--- config.mk ---
export PLATFORM = sky130hd
export DESIGN_NAME = ramp_adc_sequencer
export DESIGN_NICKNAME = d
export VERILOG_FILES = /design/src/rtl/ramp_adc_sequencer_pkg.sv /design/src/rtl/ramp_adc_sequencer_comp_sync_edge.sv /design/src/rtl/ramp_adc_sequencer.sv
export SDC_FILE = /design/constraint.sdc
export NUM_CORES = 1
export LEC_CHECK = 0
export BUFFER_PORTS_ARGS = -buffer_cell sky130_fd_sc_hd__buf_2
export CAP_MARGIN = 25
export CORE_AREA = 10 10 74 76
export DETAILED_ROUTE_END_ITERATION = 10
export DIE_AREA = 0 0 84 86
export PLACE_DENSITY = 0.74
export SKIP_CTS_REPAIR_TIMING = 1
export SLEW_MARGIN = 30
export SYNTH_ARGS = -nofsm -noshare
export SYNTH_HDL_FRONTEND = slang
export SYNTH_SLANG_ARGS = --single-unit
--- constraint.sdc ---
create_clock -name clk -period 2.3 [get_ports clk]
set_input_delay 0 -clock clk [delete_from_list [all_inputs] [get_ports clk]]
set_output_delay 0 -clock clk [all_outputs]
set_load 0.05 [all_outputs]
--- src/rtl/ramp_adc_sequencer_pkg.sv ---
// Shared definitions for the ramp ADC sequencer: state encoding and the
// synchroniser-latency compensation used when a comparator fall is captured.
package ramp_adc_sequencer_pkg;

    typedef enum logic [1:0] {
        ST_IDLE      = 2'd0,
        ST_SETTLE    = 2'd1,
        ST_RAMP_UP   = 2'd2,
        ST_RAMP_DOWN = 2'd3
    } state_e;

    // The fall is seen this many counts after the comparator actually tripped.
    localparam int unsigned SYNC_LAT = 2;

    function automatic int unsigned lat_comp(input int unsigned cnt);
        return (cnt > SYNC_LAT) ? (cnt - SYNC_LAT) : 0;
    endfunction

endpackage

--- src/rtl/ramp_adc_sequencer_comp_sync_edge.sv ---
// Two-flop synchroniser for the asynchronous comparator output, followed by
// a history flop that yields a one-cycle falling-edge pulse.
module comp_sync_edge
    import ramp_adc_sequencer_pkg::*;
(
    input  logic clk,
    input  logic rst_n,
    input  logic comp_i,
    output logic comp_s_o,
    output logic fall_o
);

    logic meta_q;
    logic sync_q;
    logic prev_q;

    always_ff @(posedge clk or negedge rst_n) begin
        if (!rst_n) begin
            meta_q <= 1'b0;
            sync_q <= 1'b0;
            prev_q <= 1'b0;
        end else begin
            meta_q <= comp_i;
            sync_q <= meta_q;
            prev_q <= sync_q;
        end
    end

    assign comp_s_o = sync_q;
    assign fall_o   = prev_q & ~sync_q;

endmodule

--- src/rtl/ramp_adc_sequencer.sv ---
// Round-robin triangle-ramp ADC controller: settles the analog mux, counts the
// ramp up, captures the comparator crossing, ramps down and publishes a result.
module ramp_adc_sequencer
    import ramp_adc_sequencer_pkg::*;
#(
    parameter int WIDTH      = 7,
    parameter int FULL_SCALE = 99,
    parameter int N_CH       = 2,
    parameter int SETTLE     = 4
) (
    input  logic                    clk,
    input  logic                    reset,
    input  logic                    enable,
    input  logic                    comp,
    output logic [2:0]              mux_sel,
    output logic                    ramp_up,
    output logic                    busy,
    output logic [N_CH*WIDTH-1:0]   results,
    output logic [N_CH-1:0]         ovf,
    output logic                    res_valid,
    output logic [2:0]              res_ch
);

    localparam int              SW          = $clog2(SETTLE);
    localparam logic [WIDTH-1:0] FS         = WIDTH'(FULL_SCALE);
    localparam logic [SW-1:0]   SETTLE_LAST = SW'(SETTLE - 1);
    localparam logic [2:0]      LAST_CH     = 3'(N_CH - 1);

    state_e                  state_q, state_d;
    logic [WIDTH-1:0]        count_q, count_d;
    logic [SW-1:0]           settle_q, settle_d;
    logic [2:0]              ch_q, ch_d;
    logic [WIDTH-1:0]        hold_q, hold_d;
    logic                    captured_q, captured_d;
    logic [N_CH-1:0]         ovf_q, ovf_d;
    logic [N_CH*WIDTH-1:0]   results_q, results_d;
    logic                    res_valid_q, res_valid_d;
    logic [2:0]              res_ch_q, res_ch_d;

    logic comp_s;
    logic fall;

    comp_sync_edge u_sync (
        .clk      (clk),
        .rst_n    (reset),
        .comp_i   (comp),
        .comp_s_o (comp_s),
        .fall_o   (fall)
    );

    always_ff @(posedge clk or negedge reset) begin
        if (!reset) begin
            state_q <= ST_IDLE;
        end else begin
            state_q <= state_d;
        end
    end

    always_comb begin
        state_d = state_q;
        case (state_q)
            ST_IDLE:      if (enable) state_d = ST_SETTLE;
            ST_SETTLE:    if (settle_q == SETTLE_LAST) state_d = ST_RAMP_UP;
            ST_RAMP_UP:   if (count_q == FS) state_d = ST_RAMP_DOWN;
            ST_RAMP_DOWN: if (count_q == FS) state_d = enable ? ST_SETTLE : ST_IDLE;
            default:      state_d = ST_IDLE;
        endcase
    end

    always_comb begin
        ramp_up = (state_q == ST_RAMP_UP);
        busy    = (state_q != ST_IDLE);
    end

    always_ff @(posedge clk or negedge reset) begin
        if (!reset) begin
            count_q     <= '0;
            settle_q    <= '0;
            ch_q        <= '0;
            hold_q      <= '0;
            captured_q  <= 1'b0;
            ovf_q       <= '0;
            results_q   <= '0;
            res_valid_q <= 1'b0;
            res_ch_q    <= '0;
        end else begin
            count_q     <= count_d;
            settle_q    <= settle_d;
            ch_q        <= ch_d;
            hold_q      <= hold_d;
            captured_q  <= captured_d;
            ovf_q       <= ovf_d;
            results_q   <= results_d;
            res_valid_q <= res_valid_d;
            res_ch_q    <= res_ch_d;
        end
    end

    // Counters fall back to zero outside their own state, so every state starts counting at 0.
    always_comb begin
        count_d     = '0;
        settle_d    = '0;
        ch_d        = ch_q;
        hold_d      = hold_q;
        captured_d  = captured_q;
        ovf_d       = ovf_q;
        results_d   = results_q;
        res_valid_d = 1'b0;
        res_ch_d    = res_ch_q;

        case (state_q)
            ST_SETTLE: begin
                captured_d = 1'b0;
                if (settle_q != SETTLE_LAST) settle_d = settle_q + 1'b1;
            end
            ST_RAMP_UP: begin
                if (count_q != FS) count_d = count_q + 1'b1;
                if (!captured_q) begin
                    if (count_q == '0 && !comp_s) begin
                        hold_d     = '0;
                        captured_d = 1'b1;
                        for (int k = 0; k < N_CH; k++)
                            if (ch_q == 3'(k)) ovf_d[k] = 1'b0;
                    end else if (fall) begin
                        hold_d     = WIDTH'(lat_comp(32'(count_q)));
                        captured_d = 1'b1;
                        for (int k = 0; k < N_CH; k++)
                            if (ch_q == 3'(k)) ovf_d[k] = 1'b0;
                    end else if (count_q == FS) begin
                        hold_d     = FS;
                        captured_d = 1'b1;
                        for (int k = 0; k < N_CH; k++)
                            if (ch_q == 3'(k)) ovf_d[k] = 1'b1;
                    end
                end
            end
            ST_RAMP_DOWN: begin
                if (count_q != FS) begin
                    count_d = count_q + 1'b1;
                end else begin
                    for (int k = 0; k < N_CH; k++)
                        if (ch_q == 3'(k)) results_d[k*WIDTH +: WIDTH] = hold_q;
                    res_valid_d = 1'b1;
                    res_ch_d    = ch_q;
                    ch_d        = (ch_q == LAST_CH) ? 3'd0 : ch_q + 3'd1;
                end
            end
            default: ;
        endcase
    end

    assign mux_sel   = ch_q;
    assign results   = results_q;
    assign ovf       = ovf_q;
    assign res_valid = res_valid_q;
    assign res_ch    = res_ch_q;

endmodule

==> results.md <==
- Yosys Warn Count: 0
- Vias in the first global route: 1,446
- Critical path class: reg -> reg
- Fin Setup TNS: 0 ps
- Max Clock Freq: 499 MHz
- Power Density: 610 nW/um2
- Met1 Usage GRT: 13.5%
- Pin count of the biggest net entering global routing: 46
- First DRT Iteration DRCs: 135
- Post-Syn Area: 2120 um2
- CTS tree: built
- Max_slew headroom: 62.9%
- R2r setup slk: 300 ps
- Die width: 84 um
- Post-synth EDFFs: 0
- Synth top area share: a little over half
- Gr usage total: 12.2%
- Maxcap violations: 0
- CTS H-tree depth: 2
- Slew @ Worst Pin: 557 ps
- Critical Path Start: count_q[0]$_DFF_PN0_
- Drt pass-1 iters: 4
- Final worst path period share: between 80 and 90%
- Clk_skew: 6.70 ps
- CP arrival: 2190 ps
- Drt total wl: 4280 um
- Worst Path Required: 2490 ps
- Syn-to-layout area delta: 14.0%
- Final HPWL DP: 3240 um
- Place WS: 302 ps
- Routed WL per cell: between 15 and 20 um
- Unrepaired setup endpoints after global routing: false
- Syn Area/Cell: 11.9 um2
- Syn_nets: 193
- Net total in the final layout: 223
- Sequential share of power: between 50% and 60%
- CTS sink cnt: 45
- Crit-path cells: ha_1 -> and4b_1 -> and3_1 -> nand3b_4 -> mux2_2
- CTS Root Cell: clkbuf_8
- Core Region: around 4000 um2
- DRC viols: 0
- Most frequent cells after synthesis: dfrtp_1, mux2_2, nor2_1
- Biggest cell delay along the critical path: roughly 480 ps
- Ys async rst share: 100%
- Die Area: 7220 um2
- Final setup fails: 0
- Critical Path End: results[6]$_DFFE_PN0P_
- Initial antenna violation count: 0
- Final worst setup slack: 296 ps
- DR vias: 1,447
- Final ANT Viol Nets: 0
- Tmin final: 2000 ps
- I/O pin cnt: 29
- Ranking of synthesized cells by area: dfrtp_1, mux2_2, ha_1
- Dominant cell type by area after synthesis: dfrtp_1
- Crit-path slowest cell: and3_1
- Met2 Use GR: 20.9%
- CP startpoint kind: flop
- Initial Utilization: between 50% and 60%
- Final Max Slew Viols: 0
- Placed insts: 249
- Int Pwr: 0.00118 W
- Clock share of power: 41.7%
- # rows: 23
- Combinational share of power: 2.6%
- # fillers: around 330
- Post-Route Utilization: 60.8%
- Global-route wire length before repair: 7190 um
- Max VDD drop: 0.315 mV
- P_sw: 0.000298 W
- GR Util met3: 4.82%
- Seq/Total Area, Yosys: 53.1%
- FF-to-FF End: results[6]$_DFFE_PN0P_
- Gr ovfl total: 0
- Number of buffers created by CTS: 5
- Most numerous cell in the Yosys netlist: dfrtp_1
- Leak Pwr: 1.27 nW
- Gr busiest metal: met2
- Design area: ~2400 um2
- Yosys reg bits: 45
- Height of the die: around 86 um
- Port Buf Inserts: 28
- Status: finished clean
- Clock Pin Slew Worst Setup and Hold Paths: 80 ps
- Synth unique cells: 40
- Non-Filler Instances: 259
- Drt via density: 5.59
- R2R cell count: 5
- Max FO, Critical Path: 9
- Placed Area: 2280 um2
- Final Hold Vio Count: 0
- Post-synthesis cell count: 178
- CP Capture Type: flop
- Sw Ratio: 20.2%
- Reg-to-Reg Start: count_q[0]$_DFF_PN0_
- N_diodes: 0
- Placer Congestion: 0.893
- Hold Crit Class: in -> reg
- Top_reg_cell synth: dfrtp_1
- Clock Path Buffers: 2
- Fraction of layout instances using a drive strength above 1: 27.3%
- Clk_lat worst skew: 300 ps
worst min path at each step:
stage | startpoint | end | slack (ps) | cells past startpoint
4_1_cts | comp | u_sync.meta_q$_DFF_PN0_ | -200 | 1
3_3_place_gp | comp | u_sync.meta_q$_DFF_PN0_ | 110 | 1
5_1_grt | enable | state_q[0]$_DFFE_PN0P_ | 70 | 3
3_5_place_dp | comp | u_sync.meta_q$_DFF_PN0_ | 110 | 1
2_1_floorplan | reset | captured_q$_DFFE_PN0P_ | -300 | 0
6_report | enable | state_q[0]$_DFFE_PN0P_ | 60 | 3
state kept, by name, summed over array words and instances, names as in the netlist:
register,count
results,14
u_sync.prev_q,1
res_valid,1
mux_sel,3
u_sync.meta_q,1
hold_q,7
count_q,7
settle_q,2
u_sync.comp_s_o,1
captured_q,1
ovf,2
state_q,2
res_ch,3
worst max-delay path, delay by kind of cell (launching register included):
kind	cells	cell delay, ps
DFF	1	430
muxes	1	320
adders and majority gates	1	220
and+or+nand+nor	3	930
stage by stage:
step / total power (W) / hold slack (ps)
finish: 0.00147 / 61.1
global route: 0.00154 / 71.4
detailed placement: 0.000873 / 111
floorplan: 0.000846 / -296
global placement: 0.000869 / 110
CTS: 0.00149 / -197
power by group through the flow:
stage,registers (W),clock network [W],logic (W)
2_1_floorplan,0.000830,0,0.0000162
3_3_place_gp,0.000835,0,0.0000342
3_5_place_dp,0.000836,0,0.0000372
4_1_cts,0.000820,0.000631,0.0000374
5_1_grt,0.000822,0.000670,0.0000442
6_report,0.000820,0.000615,0.0000388
cell usage in the layout, fill, tap and decap left out, types with 2 or more instances in the layout:
cell type      count
a211oi_1           2
a21o_1             3
a21oi_1            6
a31oi_1            3
and2_1             3
buf_2             27
clkbuf_8           6
dfrtp_1           45
dlygate4sd3_1      2
ha_1              11
inv_1              9
mux2_2            18
nand2_1            3
nand2b_1           5
nand3_1            2
nor2_1            15
nor2b_1            3
nor3_1             4
nor4_1             4
o21ai_0            5
o21bai_1           2
o2bb2ai_1          4
xnor2_1            4
xor2_1             5
layout make-up:
cell class                 count  area, um2  area share (%)
timing repair buffer          30        163            6.73
tap                           50       62.6            2.59
clock buffer                   7       86.3            3.57
sequential                    45       1130            46.6
multi-input combinational    117        915            37.9
inverter                       9       33.8            1.40
clock inverter                 1       30.0            1.24
cell families (layout without fill, tap and decap cells):
logic type	count (synthesis)	after routing	synth area share (%)
AND/OR/NAND/NOR	49	49	13.6
flip-flops	45	45	53.1
AO/OA/AOI/OAI	29	29	9.33
multiplexers	19	19	10.0
buffers and inverters	16	47	3.72
adder cells (fa/ha/maj)	11	11	6.49
XOR/XNOR	9	9	3.72
layer usage:
metal  part of all wire (%)  wire length (um)
met1                     42              1790
met2                     51              2160
met3                    6.5               276
met4                    1.3                54
met5                      0                 0
No activity file was read; power rests on OpenSTA's default activity.
